===== src/rtl/result_pkg.sv =====
// rtl/result_pkg.sv - shared widths and FSM state for the result serializer
package result_pkg;
  localparam int WORD_W = 40;
  localparam int BYTE_W = 8;
  localparam int NBYTES = 5;
  localparam int IDX_W  = 3;
  localparam logic [IDX_W-1:0] LAST_IDX = IDX_W'(NBYTES - 1);

  typedef enum logic {
    IDLE = 1'b0,
    SEND = 1'b1
  } state_t;
endpackage


===== src/rtl/sync_fifo.sv =====
// rtl/sync_fifo.sv - show-ahead synchronous FIFO; a push into a full FIFO is
// accepted only when a pop happens on the same edge.
module sync_fifo #(
  parameter int WIDTH = 40,
  parameter int DEPTH = 16,
  localparam int AW = $clog2(DEPTH)
) (
  input  logic             clk,
  input  logic             rst_n,
  input  logic             push,
  input  logic             pop,
  input  logic [WIDTH-1:0] din,
  output logic [WIDTH-1:0] dout,
  output logic             full,
  output logic             empty,
  output logic [AW:0]      level
);
  logic [WIDTH-1:0] mem_q [DEPTH];
  logic [AW-1:0]    wr_ptr_q;
  logic [AW-1:0]    rd_ptr_q;
  logic [AW:0]      level_q;
  logic             do_push;
  logic             do_pop;

  assign empty   = (level_q == '0);
  assign full    = (level_q == (AW+1)'(DEPTH));
  assign do_pop  = pop && !empty;
  assign do_push = push && (!full || do_pop);
  assign dout    = mem_q[rd_ptr_q];
  assign level   = level_q;

  always_ff @(posedge clk or negedge rst_n) begin
    if (!rst_n) begin
      wr_ptr_q <= '0;
      rd_ptr_q <= '0;
      level_q  <= '0;
    end else begin
      if (do_push) wr_ptr_q <= wr_ptr_q + AW'(1);
      if (do_pop)  rd_ptr_q <= rd_ptr_q + AW'(1);
      if (do_push && !do_pop)      level_q <= level_q + (AW+1)'(1);
      else if (!do_push && do_pop) level_q <= level_q - (AW+1)'(1);
    end
  end

  // Storage needs no reset: the pointers define what is valid.
  always_ff @(posedge clk) begin
    if (do_push) mem_q[wr_ptr_q] <= din;
  end
endmodule


===== src/rtl/result_serializer.sv =====
// rtl/result_serializer.sv - buffers 40-bit result words and streams them out
// MSB byte first over a valid/ready byte interface.
module result_serializer
  import result_pkg::*;
#(
  parameter int DEPTH = 16
) (
  input  logic                   clk,
  input  logic                   rst,
  input  logic [WORD_W-1:0]      in_data,
  input  logic                   in_en,
  output logic [BYTE_W-1:0]      out_byte,
  output logic                   out_valid,
  input  logic                   out_ready,
  output logic [$clog2(DEPTH):0] level,
  output logic [15:0]            word_count,
  output logic                   overflow,
  input  logic                   clr_ovf
);
  logic [1:0]        rst_sync_q;
  logic              rst_n_int;
  state_t            state_q;
  logic [WORD_W-1:0] shift_q;
  logic [IDX_W-1:0]  idx_q;
  logic [15:0]       word_count_q;
  logic              ovf_q;
  logic              out_valid_q;

  logic [WORD_W-1:0] fifo_head;
  logic              fifo_full;
  logic              fifo_empty;
  logic              xfer_d;
  logic              last_xfer_d;
  logic              pop_d;
  logic              push_d;
  logic              drop_d;

  // Assert asynchronously, release two edges after rst rises.
  always_ff @(posedge clk or negedge rst) begin
    if (!rst) rst_sync_q <= '0;
    else      rst_sync_q <= {rst_sync_q[0], 1'b1};
  end
  assign rst_n_int = rst_sync_q[1];

  assign xfer_d      = out_valid_q && out_ready;
  assign last_xfer_d = xfer_d && (idx_q == LAST_IDX);
  assign pop_d       = !fifo_empty && ((state_q == IDLE) || last_xfer_d);
  assign push_d      = in_en && (!fifo_full || pop_d);
  assign drop_d      = in_en && fifo_full && !pop_d;

  sync_fifo #(
    .WIDTH(WORD_W),
    .DEPTH(DEPTH)
  ) u_fifo (
    .clk  (clk),
    .rst_n(rst_n_int),
    .push (push_d),
    .pop  (pop_d),
    .din  (in_data),
    .dout (fifo_head),
    .full (fifo_full),
    .empty(fifo_empty),
    .level(level)
  );

  always_ff @(posedge clk or negedge rst_n_int) begin
    if (!rst_n_int) begin
      state_q      <= IDLE;
      shift_q      <= '0;
      idx_q        <= '0;
      word_count_q <= '0;
      ovf_q        <= 1'b0;
      out_valid_q  <= 1'b0;
    end else begin
      // A fresh drop wins over a clear on the same edge.
      if (drop_d)       ovf_q <= 1'b1;
      else if (clr_ovf) ovf_q <= 1'b0;

      case (state_q)
        IDLE: begin
          if (pop_d) begin
            shift_q     <= fifo_head;
            idx_q       <= '0;
            state_q     <= SEND;
            out_valid_q <= 1'b1;
          end
        end
        SEND: begin
          if (last_xfer_d) begin
            word_count_q <= word_count_q + 16'd1;
            idx_q        <= '0;
            if (pop_d) begin
              shift_q <= fifo_head;
            end else begin
              shift_q     <= '0;
              state_q     <= IDLE;
              out_valid_q <= 1'b0;
            end
          end else if (xfer_d) begin
            shift_q <= {shift_q[WORD_W-BYTE_W-1:0], BYTE_W'(0)};
            idx_q   <= idx_q + IDX_W'(1);
          end
        end
        default: begin
          state_q     <= IDLE;
          out_valid_q <= 1'b0;
        end
      endcase
    end
  end

  assign out_byte   = shift_q[WORD_W-1 -: BYTE_W];
  assign out_valid  = out_valid_q;
  assign word_count = word_count_q;
  assign overflow   = ovf_q;
endmodule


===== config.mk =====
export PLATFORM = sky130hd
export DESIGN_NAME = result_serializer
export DESIGN_NICKNAME = d
export VERILOG_FILES = /design/src/rtl/result_pkg.sv /design/src/rtl/sync_fifo.sv /design/src/rtl/result_serializer.sv
export SDC_FILE = /design/constraint.sdc
export NUM_CORES = 1
export LEC_CHECK = 0
export BUFFER_PORTS_ARGS = -buffer_cell sky130_fd_sc_hd__buf_2
export CORE_MARGIN = 5
export CORE_UTILIZATION = 40
export DETAILED_ROUTE_END_ITERATION = 12
export GPL_TIMING_DRIVEN = 1
export PLACE_DENSITY = 0.65
export SKIP_CTS_REPAIR_TIMING = 1
export SYNTH_ARGS = -nofsm -noshare
export SYNTH_HDL_FRONTEND = slang
export SYNTH_SLANG_ARGS = --single-unit

===== constraint.sdc =====
create_clock -name clk -period 2.7 [get_ports clk]
set_clock_uncertainty 0.2 [all_clocks]
set_input_delay 0.54 -clock clk [delete_from_list [all_inputs] [get_ports clk]]
set_output_delay 0.54 -clock clk [all_outputs]
set_load 0.02 [all_outputs]

# After elaboration in Yosys (flattened, before gate mapping)
# Memories as Yosys holds them, arrays and structs flattened.
# Index checks and enable logic that the tools add are counted.
dict set report op_classes {
  reduce_logical 24
  n_eq_ne 6
  add_sub_neg 6
  bitwise 1
  muxes 22
}
# op count
set ops {}
lappend ops {{$mux 40} 4}
lappend ops {{$pmux 40 s2} 1}
lappend ops {{$add 16x1->16 const B} 1}
lappend ops {{$logic_and 1x1->1} 10}
lappend ops {{$mux 5} 2}
lappend ops {{$mux 1} 9}
lappend ops {{$mux 3} 3}
lappend ops {{$add 4x1->4 const B} 2}
lappend ops {{$pmux 3 s2} 1}
lappend ops {{$add 5x1->5 const B} 1}
lappend ops {{$eq 5x5->1 const B} 1}
lappend ops {{$logic_not 1->1} 5}
lappend ops {{$logic_not 5->1} 1}
lappend ops {{$sub 5x1->5 const B} 1}
lappend ops {{$ne 2x2->1 const B} 2}
lappend ops {{$pmux 1 s2} 2}
lappend ops {{$reduce_and 2->1} 2}
lappend ops {{$reduce_bool 2->1} 2}
lappend ops {{$add 3x1->3 const B} 1}
lappend ops {{$eq 3x3->1 const B} 1}
lappend ops {{$logic_or 1x1->1} 3}
lappend ops {{$ne 3x1->1 const B} 1}
lappend ops {{$reduce_and 3->1} 1}
lappend ops {{$ne 2x1->1 const B} 1}
lappend ops {{$not 1->1} 1}
dict set report totals {
  mem_bits_rw 640
  register_bits 77
  memories 1
  in_bits 45
}
# name words word_bits read_ports rd_clocked_by_memory_dff wr line_no
set memory_table {}
lappend memory_table {u_fifo.mem_q 16 40 1 0 1 sync_fifo.sv:18} ;# logic [WIDTH-1:0] mem_q [DEPTH];

# Longest topological paths before layout
# Gate-level depths: netlist of run 1.
dict set report logic_depth {
  ltp_word 11
  depth_mapped 14
  ltp_nobuf 13
}

# Cells and area by module
# A second synthesis of run 1 with hierarchy kept.
dict set report hier_totals {
  hier_cells 1481
  area_unflattened_um2 28025.6
}
# module seq_area_each_um2 area_per_inst_um2 n_inst cells_per_inst
set by_module_without_submodules {}
lappend by_module_without_submodules {sync_fifo 19543.7 25166.6 1 1236}
lappend by_module_without_submodules {result_serializer 1601.5 2859.0 1 245}

# Worst setup path before layout of run 1
# No wires, ideal clock.
dict set report synth_path {
  path_type {reg2reg}
  startpoint {reg idx_q[0]}
  endpoint {mem u_fifo.mem_q[7][0], enable pin}
  synth_period_minus_slack_ns 4.907
  setup_time_ns 0.487
  path_stages_with_launch 9
  t_arrival_ns 4.220
  path_slack_ns -2.207
  required_time_ns 2.013
  cell_sequence {dfrtp_1 > inv_1 > ha_1 > nand4_1 > and2_1 > buf_2 > a31oi_4 > nand2_1 > nor3_1}
}
dict set report synth_between {
  elab_chain_len 9
}
# element line_no
set synth_lines {}
lappend synth_lines {{from (decl)} result_serializer.sv:24} ;# logic [IDX_W-1:0] idx_q;
lappend synth_lines {{from (signal assigned)} result_serializer.sv:101} ;# idx_q <= idx_q + IDX_W'(1);
lappend synth_lines {{$eq 3x3->1 (*)} result_serializer.sv:46} ;# assign last_xfer_d = xfer_d && (idx_q == LAST_IDX);
lappend synth_lines {{$logic_and 1x1->1 (*)} result_serializer.sv:46}
lappend synth_lines {{$logic_or 1x1->1 (*)} result_serializer.sv:47} ;# assign pop_d = !fifo_empty && ((state_q == IDLE) || last_xfer_d);
lappend synth_lines {{$logic_and 1x1->1 (*)} result_serializer.sv:47}
lappend synth_lines {{$logic_or 1x1->1 or $logic_and 1x1->1 (tied branches)} {result_serializer.sv:48, sync_fifo.sv:27}}
lappend synth_lines {{$logic_and 1x1->1 or $logic_or 1x1->1 (tied branches)} {result_serializer.sv:48, sync_fifo.sv:28}}
lappend synth_lines {{$logic_and 1x1->1 (*)} sync_fifo.sv:28} ;# assign do_push = push && (!full || do_pop);
lappend synth_lines {{net u_fifo.do_push} sync_fifo.sv:22} ;# logic do_push;
lappend synth_lines {{$mux 1 (*)} sync_fifo.sv:47} ;# if (do_push) mem_q[wr_ptr_q] <= din;
lappend synth_lines {{$mux 1 (not written as such) (*)} sync_fifo.sv:47}
lappend synth_lines {{to (decl)} sync_fifo.sv:18}
# The timed path passes the listed nets; every way through them passes the cells marked *.

# Worst setup path after layout of run 1
dict set report layout_path {
  startpoint {reg idx_q[1]}
  endpoint {reg u_fifo.level_q[4] (netlist: u_fifo.level[4])}
}
dict set report layout_between {
  elab_chain_len 10
}
# element line_no
set layout_lines {}
lappend layout_lines {{$eq 3x3->1 (*)} result_serializer.sv:46}
lappend layout_lines {{$logic_and 1x1->1 (*)} result_serializer.sv:46}
lappend layout_lines {{$logic_or 1x1->1 (*)} result_serializer.sv:47}
lappend layout_lines {{$logic_and 1x1->1 (*)} result_serializer.sv:47}
lappend layout_lines {{$logic_or 1x1->1 or $logic_and 1x1->1 (tied branches)} {result_serializer.sv:48, sync_fifo.sv:27}}
lappend layout_lines {{$logic_and 1x1->1 or $logic_or 1x1->1 (tied branches)} {result_serializer.sv:48, sync_fifo.sv:28}}
lappend layout_lines {{$logic_and 1x1->1 (*)} sync_fifo.sv:28}
lappend layout_lines {{net u_fifo.do_push} sync_fifo.sv:22}
lappend layout_lines {{$logic_not 1->1} sync_fifo.sv:41} ;# else if (!do_push && do_pop) level_q <= level_q - (AW+1)'(1);
lappend layout_lines {{$logic_and 1x1->1} sync_fifo.sv:41}
lappend layout_lines {{$reduce_bool 2->1 (no line)} n/a}
lappend layout_lines {{to (signal assigned)} sync_fifo.sv:40} ;# if (do_push && !do_pop) level_q <= level_q + (AW+1)'(1);
lappend layout_lines {{to (signal assigned)} sync_fifo.sv:41}
lappend layout_lines {{to (decl)} sync_fifo.sv:21} ;# logic [AW:0] level_q;
# Marked as above.
# A chain may end at the register's enable or synchronous reset.

==> qor.txt, run 1 <==
Netlist cell types - 49
TritonCTS clock tree - yes
crit-path max FO - 4
Hold/Removal Path Class - primary input to async pin
Non-Filler Instances - 2569
clock root buffer - clkbuf_16
Clk Latency, worst-skew pair - 0.61 ns
commonest cells after routing, fill and taps aside - 640 x edfxtp_1, 160 x mux4_2, 108 x nand2_1, 75 x clkbuf_16, 75 x buf_2
Total Wirelength - 62.90 mm
post-synthesis cell count - 1385
mux cell area share after synthesis - 14.40%
dominant synthesized flop cell - edfxtp_1
Design Area, Final - 33050 um2
Critical Path RT - 2.98 ns
initial antenna violation count - 7
H-Tree Depth - 3
Initial DRC Count - 1177
R2R cell count - 13
Worst setup EP type - flip-flop
CP max stage cell - dfrtp_1
Final Hold Fails - 0
Avg Inst Size Synth - 20.18 um2
DP Cell Count - 2426
I/O pin count - 76
YS warnings - 0
outcome - completed
WHS - 0.06464 ns
Layout Nets - 1627
largest net degree at the start of global routing - 51
adder-cell share of the synthesized area - 0.6087%
largest family of logic cells by synthesized area - multiplexers
Post-Synth XOR/XNOR Area - 0.8146%
CP Data Arrival Time - 2.93 ns
TritonCTS Buffers - 73
Tmin final - 2.647 ns
register-to-register setup slack - 0.05 ns
first-pass GRT wire length - 94.03 mm
max frequency - 377.8 MHz
Seq cells post-synth - 717
vias in the first global route - 14500
Total GRT Usage - 16.71%
Avg WL per Cell - 24.48 um
Die Height - 274.4 um
Max stage delay on crit path - 0.39 ns
DR vias/cell - 5.403
via count - 13880
synthesized area - 27960 um2
Synth Area in Compound Gates - 2.958%
RSZ-0062 raised after global routing - true
worst setup margin - 0.05311 ns
drt drc - 0
deepest clock path buffer count - 3
Post-Place Worst Slack - -0.1443 ns
Final Setup Violations - 0
Die Wd - 274.4 um
most common library cell in the layout ignoring fill and taps - edfxtp_1
placer congestion estimate - 0.7764
Post-Synth Simple-Gate Area - 3.607%
Filler Cells Inserted - 5736
clock sinks - 717
Initial Util - 40.13%
period utilization - 98.03%
worst-margin pin slew - 0.8308 ns
layout cell share with drive strength beyond 1 - 32.27%
PD cells - 1011 nW/um2
IO buf count - 75
syn nets - 1443
fraction of registers with async set/reset - 10.74%
DR pass1 iterations - 5
Post-synth EDFFs - 640
post-synthesis sequential area ratio - 75.64%
Core Rows - 97
grt ovf - 0
fin. max-slew vios - 0
Worst-path clk slew - 0.06 ns
crit path cell chain - inv_2, ha_4, nand4_1, and2_4, a31oi_4, ha_4, inv_4, fa_2, a21o_1, a21oi_2, xnor2_1, nor2_1, xnor2_1
startpoint types - flip-flop
maximum VDD drop - 0.5153 mV
relative slew slack - 44.60%
Die Area - 75280 um2
Lkg Pwr - 11.09 nW
Area Growth Syn to Fin - 18.24%
setup tns final - 0 ns
CP Class - flip-flop to flip-flop
Placed Area - 30620 um2
HPWL after DPL - 37.67 mm
Antenna Nets Post-Route - 0
# Max-Cap Violations - 0
Core ar. - 69660 um2
## flip-flops by register name, indices dropped and copies added (netlist names)
| name | cells |
|---|---|
| shift_q | 40 |
| state_q | 1 |
| u_fifo.rd_ptr_q | 4 |
| rst_sync_q | 2 |
| overflow | 1 |
| out_valid | 1 |
| u_fifo.level | 5 |
| u_fifo.mem_q | 640 |
| u_fifo.wr_ptr_q | 4 |
| word_count | 16 |
| idx_q | 3 |
## cells in the mapped netlist (2+ instances only)
cell type | number | area share [%]
o21ai_0 | 13 | 0.23
buf_6 | 9 | 0.36
nor2b_1 | 3 | 0.067
dfrtp_1 | 77 | 6.9
buf_2 | 27 | 0.48
nand2b_1 | 22 | 0.49
edfxtp_1 | 640 | 69
ha_1 | 12 | 0.54
nor2_1 | 31 | 0.42
nand3_1 | 8 | 0.14
a21o_1 | 2 | 0.054
a22oi_1 | 14 | 0.38
mux4_2 | 160 | 13
a221oi_2 | 3 | 0.16
a21oi_1 | 34 | 0.61
xnor2_1 | 21 | 0.66
inv_1 | 21 | 0.28
nand4_1 | 11 | 0.25
nand2_1 | 110 | 1.5
a211oi_1 | 2 | 0.054
clkbuf_1 | 17 | 0.23
mux2i_1 | 14 | 0.50
a22o_1 | 8 | 0.25
and3_1 | 7 | 0.16
mux2_2 | 25 | 1.0
buf_4 | 17 | 0.46
o221a_2 | 6 | 0.24
buf_1 | 11 | 0.15
nor3_1 | 11 | 0.20
and2_1 | 6 | 0.13
xor2_1 | 5 | 0.16
a2111o_1 | 4 | 0.16
a221oi_1 | 18 | 0.56
## cells by family after synthesis
logic type | after synthesis
AOI/OAI and AO/OA | 110
xor gates and xnor gates | 26
DFF | 717
muxes | 199
buffers and inverters | 102
and+or+nand+nor | 217
adders and majority gates | 13
other | 1
## final cells by class
type / instances / area [um2] / share of cell area, %
flip-flops and latches: 717 / 21160 / 64.02
multi-input cells: 566 / 6489 / 19.63
clock buffers: 88 / 1934 / 5.852
repair buffers: 190 / 1861 / 5.629
well taps: 940 / 1176 / 3.558
clock inverters: 45 / 346.6 / 1.049
inverters: 21 / 81.33 / 0.2460
diodes: 2 / 5.005 / 0.01514
## critical path, delay by kind of cell, from the launching register on
family          cells  cell delay (ns)
xor+xnor            2             0.25
flops               1             0.39
fa+ha+maj           3             0.67
compound gates      3             0.53
simple gates        3             0.35
buf+inv             2             0.13
## routing by layer
layer | GRT usage (%) | up-vias | wire (um)
met3 | 3.658 | 97 | 4130
met4 | 5.084 | 10 | 1505
met5 | 0 | - | 56
met1 | 23.02 | 7344 | 26300
met2 | 26.96 | 458 | 30910
li1 | - | 5972 | -
## per-stage QoR
step	power [mW]	util, %
after global routing	34.96	47.44
after detailed placement	23.99	43.95
after CTS	33.62	47.22
after global placement	23.83	43.95
after floorplan	20.56	-
final	33.42	47.45
## final timing paths
path / from / end
worst max-delay path: idx_q[1]$_DFFE_PN0P_ / u_fifo.level[4]$_DFFE_PN0P_
worst min-delay path: rst / rst_sync_q[1]$_DFF_PN0_
worst max register to register: idx_q[1]$_DFFE_PN0P_ / u_fifo.level[4]$_DFFE_PN0P_
worst min register to register: rst_sync_q[1]$_DFF_PN0_ / shift_q[22]$_DFFE_PN0P_
max in group asynchronous: rst_sync_q[1]$_DFF_PN0_ / shift_q[11]$_DFFE_PN0P_
min in group clk: in_en / overflow$_DFFE_PN0P_
## power breakdown
| part | internal (mW) | leakage, nW | switching, mW |
|---|---|---|---|
| Clock | 5.50 | 1.11 | 4.07 |
| Combinational | 4.61 | 3.24 | 4.86 |
| Sequential | 13.5 | 6.73 | 0.908 |
| Total | 23.6 | 11.1 | 9.84 |
Note: power is estimated with default switching activity, not from simulation.
==> run 2: changes to the inputs <==
Settings changed: CORE_MARGIN 5 to 2, SLEW_MARGIN from default to 20.
==> run 2 against run 1 <==
Effect of this change: fmax grew 1.4%; count of clock-buffer cells in the layout grew 14; routed wire length shrank 2.8%; clock power shrank 0.5%; global-route usage grew 0.66 points; via count shrank 1.3%; highest routed layer unchanged.
==> qor.txt, run 2 (synthesis results as in run 1) <==
outcome - completed
Max stage delay on crit path - 0.38 ns (about the same)
Top reg by flops - u_fifo.mem_q
Die Area - 72020 um2 (-4.3%)
maximum VDD drop - 0.4854 mV (-5.8%)
grt ovf - 0 (unchanged)
layout cell share with drive strength beyond 1 - 31.36% (-0.91 points)
Die Height - 268.4 um (-2.2%)
via count - 13700 (-1.3%)
worst setup margin - 0.09001 ns (+0.03690 ns)
Final Setup Violations - 0 (unchanged)
initial antenna violation count - 6 (-1)
Total Wirelength - 61.12 mm (-2.8%)
RSZ-0062 raised after global routing - true
PD cells - 1011 nW/um2 (about the same)
# Max-Cap Violations - 0 (unchanged)
Pwr Total - 33.11 mW (-0.92%)
fin. max-slew vios - 0 (unchanged)
CP Data Arrival Time - 2.89 ns (-0.04 ns)
DR vias/cell - 5.404 (about the same)
first-pass GRT wire length - 91.81 mm (-2.4%)
drt drc - 0 (unchanged)
HPWL after DPL - 37.41 mm (-0.69%)
DR pass1 iterations - 5 (unchanged)
max frequency - 383.1 MHz (+1.4%)
Layout Nets - 1605 (-1.4%)
Core ar. - 68950 um2 (-1.0%)
max reg flops - 640 (unchanged)
Final Hold Fails - 0 (unchanged)
startpoint types - flip-flop
Hold/Removal Path Class - primary input to async pin
Die Wd - 268.4 um (-2.2%)
relative slew slack - 56.05% (+11 points)
Worst setup EP type - flip-flop
CP max stage cell - dfrtp_1
Lkg Pwr - 10.95 nW (-1.2%)
CP most frequent cell - xnor2_1
worst-margin pin slew - 0.6593 ns (-0.1715 ns)
IO buf count - 75 (unchanged)
Antenna Nets Post-Route - 0 (unchanged)
crit-path max FO - 4 (unchanged)
deepest clock path buffer count - 3 (unchanged)
TritonCTS Buffers - 69 (-5.5%)
clock sinks - 717 (unchanged)
Avg WL per Cell - 24.11 um (-1.5%)
CP Class - flip-flop to flip-flop
Filler Cells Inserted - 5647 (-1.6%)
placer congestion estimate - 0.8145 (+4.9%)
Post-Place Worst Slack - -0.1482 ns (-0.003858 ns)
Worst-path clk slew - 0.06 ns (about the same)
Buf/Inv on CP - 2 (unchanged)
crit path cell chain - inv_2, ha_2, nand4_1, and2_4, a31oi_4, ha_4, inv_4, fa_2, a21o_1, a21oi_2, xnor2_1, nor2_1, xnor2_1
Area Growth Syn to Fin - 17.11%
Crit path max-delay family - adder cells
clock root buffer - clkbuf_16
Total GRT Usage - 17.37% (+0.66 points)
Tmin final - 2.610 ns (-0.03690 ns)
largest net degree at the start of global routing - 73 (+43%)
vias in the first global route - 14330 (-1.1%)
commonest cells after routing, fill and taps aside - 640 x edfxtp_1, 160 x mux4_2, 108 x nand2_1, 75 x buf_2, 73 x clkbuf_16
TritonCTS clock tree - yes
Initial DRC Count - 1119 (-4.9%)
Clk Latency, worst-skew pair - 0.60 ns (about the same)
I/O pin count - 76 (unchanged)
period utilization - 96.67% (-1.4 points)
Initial Util - 40.55% (+0.42 points)
H-Tree Depth - 3 (unchanged)
Critical Path RT - 2.98 ns (about the same)
Core Rows - 96 (-1.0%)
most common library cell in the layout ignoring fill and taps - edfxtp_1
==> run 2: report_power, final <==
group | internal, mW | switching, mW | total, mW
clock network | 5.59 | 3.93 | 9.52
logic | 4.35 | 4.98 | 9.33
registers | 13.5 | 0.787 | 14.3
==> run 2: worst paths after layout <==
path | start | slack [ns] | end | depth (start not counted)
worst max-delay path | idx_q[1]$_DFFE_PN0P_ | 0.09 | u_fifo.level[4]$_DFFE_PN0P_ | 13
worst min-delay path | rst | 0.07 | rst_sync_q[1]$_DFF_PN0_ | 2
worst max register to register | idx_q[1]$_DFFE_PN0P_ | 0.09 | u_fifo.level[4]$_DFFE_PN0P_ | 13
worst min register to register | rst_sync_q[1]$_DFF_PN0_ | 0.15 | word_count[11]$_DFFE_PN0P_ | 0
max in group asynchronous | rst_sync_q[1]$_DFF_PN0_ | 1.50 | word_count[8]$_DFFE_PN0P_ | 1
min in group clk | in_en | 0.07 | overflow$_DFFE_PN0P_ | 3
==> run 2: metrics by stage <==
stage               std cells  hold slack, ns  cell area (um2)  setup TNS, ns  utilization [%]
global route             2532         0.04915            32730       -0.01831            47.47
CTS                      2528         -0.5270            32660        -0.1885            47.37
floorplan                1385         0.04441            28100        -211.47                -
detailed placement       2403          0.1261            30400         -1.304            44.09
global placement         2403          0.1261            30400        -0.2153            44.09
finish                   2535         0.06542            32740              0            47.48
==> run 2: metal layers <==
layer / vias up / wire length [um] / global-route usage [%]
met5: - / 38 / 0.2703
met4: 8 / 1591 / 6.171
met3: 108 / 4445 / 3.876
met2: 472 / 29170 / 27.43
met1: 7180 / 25880 / 23.86
li1: 5931 / - / -
==> run 2: worst reg2reg max path: stages, from the launching register on <==
cell	delay (ns)
dfrtp_1	0.38
inv_2	0.06
ha_2	0.17
nand4_1	0.10
and2_4	0.17
a31oi_4	0.22
ha_4	0.19
inv_4	0.05
fa_2	0.33
a21o_1	0.17
a21oi_2	0.14
xnor2_1	0.12
nor2_1	0.07
xnor2_1	0.12
==> run 2: area by class of cell <==
type,count,area [um2],area share (%)
Tap cell,931,1165,3.558
Multi-Input combinational cell,566,6465,19.75
Inverter,21,81.33,0.2484
Sequential cell,717,21160,64.64
Timing Repair Buffer,172,1600,4.888
Antenna cell,3,7.507,0.02293
Clock inverter,23,231.5,0.7071
Clock buffer,102,2026,6.188
